<file path="src/rtl/mem_port_arbiter.sv">
`default_nettype none
// +----------------------------------------------------------------------------+
// | Module   : mem_port_arbiter                                                |
// | Function : Shares one variable-latency memory port between IF and M,       |
// |            with fetch starvation guard and stuck-memory timeout.           |
// | Revision : 1.0                                                             |
// +----------------------------------------------------------------------------+
module mem_port_arbiter #(
    parameter int STARVE_LIMIT = 4,
    parameter int TIMEOUT      = 255
) (
    input  logic        clk,
    input  logic        rst,
    input  logic        if_req,
    input  logic [31:0] if_addr,
    output logic [31:0] if_rdata,
    output logic        if_ready,
    input  logic        dm_req,
    input  logic        dm_we,
    input  logic [31:0] dm_addr,
    input  logic [31:0] dm_wdata,
    input  logic [2:0]  dm_funct3,
    output logic [31:0] dm_rdata,
    output logic        dm_ready,
    output logic        mem_req,
    output logic        mem_we,
    output logic [31:0] mem_addr,
    output logic [31:0] mem_wdata,
    output logic [2:0]  mem_funct3,
    input  logic [31:0] mem_rdata,
    input  logic        mem_ack,
    output logic        stall_if,
    output logic        stall_m,
    output logic        bus_error
);

    localparam int c_STARVE_W = $clog2(STARVE_LIMIT + 1);
    localparam int c_WAIT_W   = $clog2(TIMEOUT + 1);
    localparam logic [c_STARVE_W-1:0] c_STARVE_MAX  = c_STARVE_W'(STARVE_LIMIT);
    localparam logic [c_STARVE_W-1:0] c_STARVE_ONE  = c_STARVE_W'(1);
    localparam logic [c_WAIT_W-1:0]   c_WAIT_LAST   = c_WAIT_W'(TIMEOUT - 1);
    localparam logic [c_WAIT_W-1:0]   c_WAIT_ONE    = c_WAIT_W'(1);
    localparam logic [2:0]            c_FETCH_SIZE  = 3'd2;

    typedef enum logic [1:0] {
        IDLE  = 2'd0,
        FETCH = 2'd1,
        DATA  = 2'd2,
        RESP  = 2'd3
    } state_t;

    state_t                r_state;
    state_t                w_next;
    logic [31:0]           r_addr;
    logic                  r_we;
    logic [31:0]           r_wdata;
    logic [2:0]            r_funct3;
    logic [31:0]           r_rdata;
    logic                  r_is_dm;
    logic [c_WAIT_W-1:0]   r_wait_cnt;
    logic [c_STARVE_W-1:0] r_starve_cnt;
    logic                  r_bus_error;

    logic w_starved;
    logic w_grant_dm;
    logic w_grant_if;
    logic w_busy;
    logic w_timeout;

    always_comb begin
        w_starved  = if_req && (r_starve_cnt == c_STARVE_MAX);
        w_grant_dm = (r_state == IDLE) && dm_req && !w_starved;
        w_grant_if = (r_state == IDLE) && !w_grant_dm && if_req;
        w_busy     = (r_state == FETCH) || (r_state == DATA);
        w_timeout  = w_busy && !mem_ack && (r_wait_cnt == c_WAIT_LAST);
        w_next     = r_state;
        case (r_state)
            IDLE: begin
                if (w_grant_dm) begin
                    w_next = DATA;
                end else if (w_grant_if) begin
                    w_next = FETCH;
                end
            end
            FETCH, DATA: begin
                if (mem_ack || w_timeout) begin
                    w_next = RESP;
                end
            end
            RESP:    w_next = IDLE;
            default: w_next = IDLE;
        endcase
    end

    always_ff @(posedge clk or negedge rst) begin
        if (!rst) begin
            r_state <= IDLE;
        end else begin
            r_state <= w_next;
        end
    end

    always_ff @(posedge clk or negedge rst) begin
        if (!rst) begin
            r_addr       <= '0;
            r_we         <= 1'b0;
            r_wdata      <= '0;
            r_funct3     <= '0;
            r_rdata      <= '0;
            r_is_dm      <= 1'b0;
            r_wait_cnt   <= '0;
            r_starve_cnt <= '0;
            r_bus_error  <= 1'b0;
        end else begin
            if (w_grant_dm) begin
                r_addr   <= dm_addr;
                r_we     <= dm_we;
                r_wdata  <= dm_wdata;
                r_funct3 <= dm_funct3;
                r_is_dm  <= 1'b1;
                // Only data grants made while fetch waits count toward starvation.
                if (!if_req) begin
                    r_starve_cnt <= '0;
                end else if (r_starve_cnt != c_STARVE_MAX) begin
                    r_starve_cnt <= r_starve_cnt + c_STARVE_ONE;
                end
            end else if (w_grant_if) begin
                r_addr       <= if_addr;
                r_we         <= 1'b0;
                r_wdata      <= '0;
                r_funct3     <= c_FETCH_SIZE;
                r_is_dm      <= 1'b0;
                r_starve_cnt <= '0;
            end

            if (w_busy) begin
                if (mem_ack) begin
                    // Stores return zero so the M stage never sees stale bus data.
                    r_rdata    <= r_we ? 32'd0 : mem_rdata;
                    r_wait_cnt <= '0;
                end else if (w_timeout) begin
                    r_rdata     <= '0;
                    r_wait_cnt  <= '0;
                    r_bus_error <= 1'b1;
                end else begin
                    r_wait_cnt <= r_wait_cnt + c_WAIT_ONE;
                end
            end
        end
    end

    assign mem_req    = w_busy;
    assign mem_we     = w_busy && r_we;
    assign mem_addr   = r_addr;
    assign mem_wdata  = r_wdata;
    assign mem_funct3 = r_funct3;

    assign if_ready   = (r_state == RESP) && !r_is_dm;
    assign dm_ready   = (r_state == RESP) && r_is_dm;
    assign if_rdata   = if_ready ? r_rdata : 32'd0;
    assign dm_rdata   = dm_ready ? r_rdata : 32'd0;

    assign stall_if   = if_req && !if_ready;
    assign stall_m    = dm_req && !dm_ready;
    assign bus_error  = r_bus_error;

endmodule
`default_nettype wire
</file>
<file path="config.mk">
export PLATFORM = sky130hd
export DESIGN_NAME = mem_port_arbiter
export DESIGN_NICKNAME = d
export VERILOG_FILES = /design/src/rtl/mem_port_arbiter.sv
export SDC_FILE = /design/constraint.sdc
export NUM_CORES = 1
export LEC_CHECK = 0
export CORE_UTILIZATION = 43
export CTS_CLUSTER_DIAMETER = 40
export CTS_CLUSTER_SIZE = 30
export DETAILED_ROUTE_END_ITERATION = 6
export PLACE_DENSITY_LB_ADDON = 0.2
export SKIP_LAST_GASP = 1
export SLEW_MARGIN = 15
export SYNTH_ARGS = -nofsm -noshare
export SYNTH_HDL_FRONTEND = slang
export SYNTH_SLANG_ARGS = --single-unit
</file>
<file path="constraint.sdc">
create_clock -name clk -period 2.6 [get_ports clk]
set_input_delay 0.26 -clock clk [delete_from_list [all_inputs] [get_ports clk]]
set_output_delay 0.26 -clock clk [all_outputs]
set_load 0.005 [all_outputs]
</file>
==> results of run 1 <==
power by group:
part	switching (mW)	internal [mW]
combinational	1.66	2.30
clock	0.774	1.70
sequential	0.534	2.56
timing repair:
action / 4_1_cts / 5_1_grt
hold buffers: 1 / 0
buffers inserted: 0 / 0
endpoints found under the hold margin: 60 / 0
kinds of logic (layout without fill, tap and decap cells):
family,after synthesis,after routing,share of synthesized area [%]
simple gates,131,131,13.5
xor+xnor,3,3,0.503
buf+inv,45,326,4.67
compound gates,120,120,17.4
fa+ha+maj,7,7,1.68
mux,37,37,7.21
flops,115,115,55.1
routing by layer:
layer	share of wire, %	vias up	GRT usage [%]
met5	0.11	-	0
met4	1.5	2	8.18
met3	8.7	21	8.86
met2	51	210	44.1
met1	38	2273	28.1
li1	-	2174	-
tightest hold or removal path, cell delays in order:
cell and delay (ns):
clkdlybuf4s50_1 0.40, inv_1 0.05, a21oi_1 0.05
layout make-up:
cell class | count | area (um^2)
Fill cell | 786 | 2890
Tap cell | 143 | 179
Clock inverter | 10 | 153
Timing Repair Buffer | 285 | 2860
Sequential cell | 115 | 2880
Clock buffer | 22 | 484
Inverter | 9 | 33.8
Multi-Input combinational cell | 298 | 2140
cells in the final DEF, fill, tap and decap left out, types with 2 or more instances in the layout:
| cell type | netlist | routed |
|---|---|---|
| nor2b_1 | 5 | 4 |
| dfrtp_1 | 115 | 115 |
| o21ai_1 | 32 | 31 |
| o22ai_1 | 2 | 2 |
| nand2_1 | 40 | 40 |
| buf_4 | 2 | 8 |
| a22o_1 | 67 | 67 |
| clkbuf_8 | 0 | 4 |
| clkbuf_16 | 0 | 17 |
| clkdlybuf4s50_1 | 0 | 273 |
| clkinv_2 | 0 | 5 |
| inv_1 | 9 | 9 |
| bufinv_16 | 0 | 4 |
| and3_1 | 34 | 34 |
| mux2i_1 | 35 | 35 |
| buf_12 | 0 | 3 |
| xor2_1 | 3 | 3 |
| and2_1 | 35 | 35 |
| nor2_1 | 9 | 8 |
| ha_1 | 7 | 7 |
| a21oi_1 | 4 | 4 |
| nand4_1 | 2 | 2 |
| nand3_1 | 3 | 3 |
| o21ai_0 | 5 | 5 |
flip-flops by register name, indices dropped and copies added, names as in the netlist, 2 cells and up:
register      count
mem_addr         32
mem_funct3        3
mem_wdata        32
r_rdata          32
r_starve_cnt      3
r_state           2
r_wait_cnt        8
stage by stage:
stage / instances / utilization (%)
3_5_place_dp: 849 / 69.6
6_report: 882 / 75.1
3_3_place_gp: 849 / 69.6
5_1_grt: 882 / 75.1
2_1_floorplan: 458 / -
4_1_cts: 882 / 75.1
worst min-delay path by stage:
stage	from	to	slack, ns
final	dm_funct3[1]	mem_funct3[1]	0.41
after global routing	dm_funct3[1]	mem_funct3[1]	0.42
after CTS	dm_funct3[1]	mem_funct3[1]	0.39
after detailed placement	rst	mem_wdata[14]	0.38
after global placement	rst	mem_wdata[14]	0.37
after floorplan	rst	bus_error	-0.04
==> flow_summary_export.csv, run 1 <==
group,metric,value,unit
floorplan,row_count,39,
synth,synth-seq-cells,115,
timing,skew,0.00697,ns
placed_design,pre_cts_slack,0.614,ns
timing,drv_slew,0,
synth,synth_top_area_share,55.1,%
timing,finalCritPeriodShare,91.4,%
global_routing,track_usage,24.9,%
synth,synth_area,5230,um^2
placed_design,place_area,8080,um^2
critical_path,reg2reg_slack,0.63,ns
synth,ys_top_cells_by_area,"dfrtp_1, a22o_1, mux2i_1, and2_1, and3_1",
layout,area.growth.synth_to_final,67.0,%
global_routing,overflow,0,
critical_path,startpoint_type,"register",
synth,yosysSeqAreaShare,55.1,%
placed_design,gp_congestion,0.809,
timing,rsz0062_at_grt,"no",
detailed_routing,wl_per_cell,17.3,um
clock_network,cts_buffers,17,
timing,max_freq,0.421,GHz
detailed_routing,vias,4680,
floorplan,die_h,112,um
critical_path,cp.required,2.34,ns
critical_path,ff2ff_path_depth,7,
critical_path,timing.rr.end,"mem_addr[15]",
critical_path,path_cells,"ha_1, nor2b_2, buf_4, and2_1, clkdlybuf4s50_1",
hold_path,hold_depth,3,
power,vdd.ir_drop.worst,0.519,mV
detailed_routing,firstDrtPassIters,7,
power,powerDensity,1090,nW/um^2
detailed_routing,ant_nets,0,
global_routing,grt_max_degree,81,
synth,ys.flop_type,"dfrtp_1",
critical_path,r2r-start,"r_state[1]",
critical_path,worstPathArrival,2.12,ns
synth,yosysWarningCount,0,
hold_path,hp-class,"in -> reg",
power,total_power,9.52,mW
timing,worstMarginPinSlew,0.769,ns
timing,report.final.hold_viol_count,0,
placed_design,dp_hpwl,11200,um
detailed_routing,drt_iter0_drc,279,
detailed_routing,drcViolationCount,20,
timing,finalCriticalPeriod,2.38,ns
power,leakagePower,3.93,nW
floorplan,start_util,45.0,%
placed_design,portBuffers,274,
critical_path,cp_max_fo,34,
layout,drive_gt1_share,7.17,%
critical_path,critPathBufInv,2,
timing,fin_setup_tns,0,ns
clock_network,htreeDepth,4,
clock_network,path_clk_slew,0.05,ns
synth,yosys.area.top_type,"dfrtp_1",
critical_path,cp-endpoint,"if_rdata[26]",
layout,fin_area,8730,um^2
floorplan,core_area,11600,um^2
detailed_routing,drt_wl_total,15200,um
detailed_routing,vias_per_cell,5.31,
critical_path,path_depth,5,
synth,synth_fp_nets,602,
timing,relSlewSlack,48.8,%
floorplan,die_w,112,um
layout,diodes,0,
synth,synth_top_cells_by_count,"dfrtp_1, a22o_1, nand2_1",
global_routing,grt_pass1_wl,24200,um
critical_path,end_kind,"output pin",
synth,syn_area_per_cell,11.4,um^2
clock_network,insertion_delay,0.40,ns
critical_path,startpoint,"r_state[0]",
layout,finish.net_count,870,
timing,fin_ws,0.222,ns
critical_path,worst_path_largest_cell_delay,0.51,ns
clock_network,cts_root_buf,"clkbuf_16",
timing,setup_viol,0,
synth,synth_cell_types,36,
floorplan,die_area,12600,um^2
clock_network,cts-resized-gates,0,
synth,synth_most_common_cell,"dfrtp_1",
timing,hold_ws,0.414,ns
global_routing,antenna_found_initial,1,
critical_path,cp_slowest_cell,"clkdlybuf4s50_1",
clock_network,cts_sinks,115,
global_routing,grt_pass1_vias,4763,
synth,synth_edf_count,0,
critical_path,crit_family,"buffers and inverters",
clock_network,cts_buffer_depth,2,
clock_network,cts_tree,"done",
critical_path,crit_type,"reg -> out",
floorplan,ios,275,
status,violations,"DRC",
synth,synthArstFlopShare,100,%
synth,syn-instance-count,458,
job,cap_violations,0,
status,run_status,"finished with violations",
Power figures use the tool's default switching activity.
==> run 2, diff against run 1 <==
--- a/config.mk
+++ b/config.mk
@@ -5,7 +5,8 @@
 export SDC_FILE = /design/constraint.sdc
 export NUM_CORES = 1
 export LEC_CHECK = 0
-export CORE_UTILIZATION = 43
+export CORE_UTILIZATION = 44
+export CTS_BUF_LIST = sky130_fd_sc_hd__clkbuf_4
 export CTS_CLUSTER_DIAMETER = 40
 export CTS_CLUSTER_SIZE = 30
 export DETAILED_ROUTE_END_ITERATION = 6
==> run 2 against run 1 <==
The flow still finishes with violations (DRC). Flip-flop and latch count stayed put. Clock power is 48% lower. Critical path depth stayed put. Global-route usage is 0.37 points higher. Clock skew is 0.0078 ns higher. Critical endpoint is now if_rdata[22]. Utilization is 2.1 points lower. Register-to-register slack worse by 0.07 ns. Non-clock buffer count is 4 higher. Wire length is 1.6% lower. Maximum frequency is 1.3% lower.
==> flow_summary_export.csv, run 2 (synthesis results as in run 1) <==
group,metric,value,unit
status,run_status,"finished with violations",
status,violations,"DRC",
layout,n_fill_cell,825,
power,powerDensity,996,nW/um^2
global_routing,track_usage,25.3,%
clock_network,post-cts-setup-buffers,0,
critical_path,ff2ff_path_depth,7,
clock_network,path_clk_slew,0.10,ns
critical_path,crit_type,"reg -> out",
floorplan,start_util,45.4,%
timing,setup_viol,0,
timing,drv_slew,0,
layout,fin_area,8410,um^2
clock_network,cts_buffer_depth,2,
critical_path,cp_max_fo,34,
global_routing,antenna_found_initial,1,
detailed_routing,drt_iter0_drc,427,
power,leakagePower,3.78,nW
detailed_routing,vias_per_cell,5.25,
critical_path,cp_slowest_cell,"clkdlybuf4s50_1",
global_routing,grt_pass1_wl,24100,um
critical_path,path_depth,5,
layout,area.growth.synth_to_final,61.0,%
critical_path,path_cells,"ha_1, nor2b_1, buf_6, and2_1, clkdlybuf4s50_1",
global_routing,overflow,0,
detailed_routing,wl_per_cell,16.9,um
critical_path,timing.rr.end,"mem_addr[12]",
timing,hold_ws,0.297,ns
detailed_routing,firstDrtPassIters,6,
timing,relSlewSlack,52.2,%
placed_design,gp_congestion,0.856,
clock_network,cts_buffers,17,
clock_network,cts_tree,"done",
placed_design,place_area,8120,um^2
clock_network,insertion_delay,0.50,ns
floorplan,die_h,111,um
timing,report.final.hold_viol_count,0,
clock_network,cts_root_buf,"clkbuf_4",
detailed_routing,vias,4653,
global_routing,grt_pass1_vias,4759,
job,cap_violations,0,
critical_path,critPathBufInv,2,
critical_path,startpoint_type,"register",
hold_path,hold_depth,3,
clock_network,htreeDepth,4,
floorplan,row_count,39,
timing,skew,0.0148,ns
detailed_routing,ant_nets,0,
timing,rsz0062_at_grt,"no",
layout,drive_gt1_share,7.00,%
placed_design,dp_hpwl,11200,um
timing,finalCritPeriodShare,92.7,%
critical_path,r2r-start,"r_state[0]",
critical_path,cp.required,2.34,ns
timing,fin_setup_tns,0,ns
hold_path,holdCritStartpoint,"dm_funct3[1]",
critical_path,reg2reg_slack,0.56,ns
global_routing,grt_max_degree,74,
floorplan,die_w,111,um
placed_design,portBuffers,274,
layout,finish.net_count,874,
timing,finalCriticalPeriod,2.41,ns
clock_network,cts_sinks,115,
layout,final_common_cell,"clkdlybuf4s50_1",
critical_path,worst_path_largest_cell_delay,0.50,ns
critical_path,crit_family,"buffers and inverters",
hold_path,min_to,"mem_funct3[1]",
hold_path,hp-class,"in -> reg",
detailed_routing,drcViolationCount,40,
layout,layout_common_cells,"clkdlybuf4s50_1, dfrtp_1, a22o_1",
detailed_routing,drt_wl_total,15000,um
timing,worstMarginPinSlew,0.717,ns
timing,max_freq,0.415,GHz
power,vdd.ir_drop.worst,0.462,mV
critical_path,worstPathArrival,2.15,ns
floorplan,ios,275,
floorplan,core_area,11500,um^2
critical_path,end_kind,"output pin",
floorplan,die_area,12300,um^2
==> run 2: how the worst max path moves through the flow <==
stage | from | end | slack, ns
detailed placement | dm_req | mem_addr[3] | 0.55
CTS | r_state[0] | if_rdata[22] | 0.08
global route | r_state[0] | if_rdata[12] | 0.01
global placement | dm_req | mem_addr[3] | 0.59
finish | r_state[0] | if_rdata[22] | 0.19
floorplan | r_state[0] | r_wait_cnt[1] | 0.98
==> run 2: what timing repair did <==
item / in CTS / in global routing
hold buffers: 1 / 0
gates resized for setup: 0 / 1
endpoints found under the setup margin: 0 / 21
hold endpoints to repair: 53 / 0
==> run 2: layer usage <==
metal	vias to the layer above	share of wire (%)	GRT usage (%)
li1	2194	-	-
met1	2212	39	28.5
met2	220	50	42.8
met3	27	9.0	9.62
met4	0	2.4	10.9
met5	-	0	0
==> run 2: area by class of cell <==
cell class                      instances  area [um^2]  share of cell area [%]
Tap cell                              143          179                    2.13
Clock buffer                           18          135                    1.61
Sequential cell                       115         2880                    34.2
Antenna cell                            1         2.50                  0.0297
Inverter                                9         33.8                   0.401
Clock inverter                         14          144                    1.71
Multi-Input combinational cell        298         2130                    25.4
Timing Repair Buffer                  289         2910                    34.6
==> run 2: worst reg2reg max path: stages, from the launching register on <==
cell and delay, ns:
dfrtp_1 0.42, inv_1 0.09, ha_1 0.30, nand2_1 0.14, a31oi_4 0.18, buf_12 0.33, mux2i_1 0.38, o21ai_1 0.10
==> run 2: stage by stage <==
stage	util, %	power [mW]	worst slack, ns	instances
final	73.1	8.38	0.191	887
after global routing	73.1	8.94	0.0116	887
after CTS	73.0	8.45	0.0849	886
after detailed placement	70.5	7.10	0.552	853
after global placement	70.5	6.96	0.592	853
after floorplan	-	4.96	0.981	458
==> run 2: where the power goes <==
group | total (mW) | internal [mW] | switching [mW]
logic | 4.01 | 2.34 | 1.67
registers | 3.08 | 2.55 | 0.528
clock network | 1.29 | 0.654 | 0.636
==> run 3, diff against run 2 <==
--- a/config.mk
+++ b/config.mk
@@ -5,11 +5,13 @@
 export SDC_FILE = /design/constraint.sdc
 export NUM_CORES = 1
 export LEC_CHECK = 0
+export CAP_MARGIN = 20
 export CORE_UTILIZATION = 44
 export CTS_BUF_LIST = sky130_fd_sc_hd__clkbuf_4
 export CTS_CLUSTER_DIAMETER = 40
 export CTS_CLUSTER_SIZE = 30
 export DETAILED_ROUTE_END_ITERATION = 6
+export GPL_TIMING_DRIVEN = 0
 export PLACE_DENSITY_LB_ADDON = 0.2
 export SKIP_LAST_GASP = 1
 export SLEW_MARGIN = 15
==> run 3 against run 2 <==
The run still ends with DRC left. Sequential share of layout area down 0.92 points. Non-clock buffer count increased by 32. Utilization increased by 2.0 points. Global-route usage grew 2.0 points. Largest cell class unchanged. Critical path depth unchanged. Clock power rose by 13%. Hold slack worse by 0.079 ns. Worst setup slack lost 0.11 ns. Count of clock-buffer cells in the layout increased by 3. Wire length up 9.7%.
==> flow_summary_export.csv, run 3 (synthesis results as in run 1) <==
group,metric,value,unit
layout,final_common_cell,"clkdlybuf4s50_1",
timing,drv_slew,0,
timing,report.final.hold_viol_count,0,
floorplan,ios,275,
detailed_routing,ant_nets,0,
clock_network,insertion_delay,0.51,ns
floorplan,die_area,12300,um^2
timing,relSlewSlack,61.3,%
clock_network,htreeDepth,4,
clock_network,cts_buffer_depth,2,
critical_path,cp_slowest_cell,"clkdlybuf4s50_1",
critical_path,worstPathArrival,2.26,ns
critical_path,startpoint,"r_state[0]",
detailed_routing,wl_per_cell,17.9,um
power,pwr-share-clk,16.4,%
timing,rsz0062_at_grt,"yes",
timing,finalCriticalPeriod,2.52,ns
timing,worstMarginPinSlew,0.576,ns
timing,max_freq,0.396,GHz
floorplan,row_count,39,
job,cap_violations,0,
critical_path,ff2ff_path_depth,8,
timing,finalCritPeriodShare,97.0,%
clock_network,path_clk_slew,0.10,ns
power,p_int,5.89,mW
power,vdd.ir_drop.worst,0.528,mV
layout,finish.net_count,907,
critical_path,cp.required,2.34,ns
placed_design,pre_cts_slack,-0.00311,ns
timing,setup_viol,0,
clock_network,cts_root_buf,"clkbuf_4",
critical_path,cp_max_fo,7,
critical_path,r2r-start,"r_state[1]",
critical_path,timing.rr.end,"r_rdata[10]",
layout,drive_gt1_share,10.2,%
power,p_sw,3.03,mW
critical_path,reg2reg_slack,0.54,ns
timing,skew,0.0120,ns
power,combPwrFrac,48.8,%
detailed_routing,drt_iter0_drc,295,
placed_design,gp_congestion,0.831,
placed_design,dp_cells,876,
status,violations,"DRC",
power,leakagePower,3.93,nW
critical_path,path_cells,"ha_4, nor2b_4, buf_2, and2_1, clkdlybuf4s50_1",
critical_path,crit_family,"buffers and inverters",
global_routing,track_usage,27.3,%
floorplan,die_w,111,um
clock_network,cts_buffers,17,
floorplan,start_util,45.4,%
global_routing,grt_pass1_wl,26000,um
global_routing,antenna_found_initial,1,
detailed_routing,vias_per_cell,5.28,
critical_path,critPathBufInv,2,
timing,hold_ws,0.218,ns
layout,fin_util,75.1,%
placed_design,portBuffers,274,
clock_network,cts_tree,"done",
placed_design,dp_hpwl,12400,um
critical_path,startpoint_type,"register",
global_routing,overflow,0,
power,swShare,33.9,%
status,run_status,"finished with violations",
clock_network,cts_sinks,115,
timing,fin_setup_tns,0,ns
detailed_routing,firstDrtPassIters,7,
critical_path,worst_path_largest_cell_delay,0.50,ns
layout,layout.cells.non_filler,920,
floorplan,die_h,111,um
global_routing,grt_max_degree,78,
critical_path,end_kind,"output pin",
detailed_routing,drt_wl_total,16500,um
layout,layout_common_cells,"clkdlybuf4s50_1, dfrtp_1, a22o_1",
detailed_routing,vias,4854,
timing,fin_ws,0.0775,ns
power,powerDensity,1030,nW/um^2
critical_path,crit_type,"reg -> out",
global_routing,grt_pass1_vias,4991,
power,seqPwrFrac,34.8,%
floorplan,core_area,11500,um^2
layout,area.growth.synth_to_final,65.5,%
hold_path,hp-class,"in -> async",
detailed_routing,drcViolationCount,40,
-- run 3: cell types whose count changed in the layout (fill, tap and decap cells not counted), sizes merged --
cell / change
buf: +21
clkbuf: +14
clkinv: -5
bufinv: +1
clkdlybuf4s50: -1
clkinvlp: +1
dlymetal6s2s: +1
nor2b: +1
-- run 3: routing by layer --
layer | wire length [um] | global-route usage [%] | part of all wire, % | vias to the layer above
li1 | - | - | - | 2261
met1 | 6200 | 30.3 | 38 | 2325
met2 | 8360 | 47.5 | 51 | 232
met3 | 1400 | 8.53 | 8.5 | 36
met4 | 506 | 12.9 | 3.1 | 0
met5 | 0 | 0 | 0 | -
-- run 3: final cells by class --
cell class              count  area [um^2]
diodes                      1         2.50
plain buffers              35          230
clock buffers              21          158
clock inverters            11          160
fillers                   792         2870
inverters                   9         33.8
multi-input cells         299         2150
flip-flops and latches    115         2880
well taps                 143          179
repair buffers            286         2860
-- run 3: power by group through the flow --
stage | Sequential [mW] | Clock (mW) | Combinational, mW
2_1_floorplan | 3.00 | 0 | 1.96
3_5_place_dp | 3.08 | 0 | 4.13
6_report | 3.10 | 1.46 | 4.36
5_1_grt | 3.20 | 1.57 | 4.70
4_1_cts | 3.08 | 1.49 | 4.23
3_3_place_gp | 3.06 | 0 | 3.99
-- run 3: through the flow --
stage | cell area (um^2) | power [mW]
after detailed placement | 8180 | 7.21
final | 8650 | 8.92
after floorplan | 5230 | 4.96
after global placement | 8150 | 7.05
after global routing | 8650 | 9.47
after CTS | 8550 | 8.81
-- run 3: worst max path at each step --
stage	slack (ns)	endpoint	cells past startpoint
floorplan	0.98	r_wait_cnt[1]	4
global placement	-2.97	mem_wdata[11]	1
detailed placement	-0.003	if_rdata[26]	5
CTS	0.005	mem_we	5
global route	-0.04	if_rdata[7]	5
finish	0.08	if_rdata[7]	5
-- run 3: what timing repair did --
item,4_1_cts,5_1_grt
buffers inserted,1,7
hold endpoints to repair,38,0
setup endpoints to repair,37,37
gates resized for setup,12,15
hold buffers,1,0
gates cloned,0,3
pin swaps,0,2
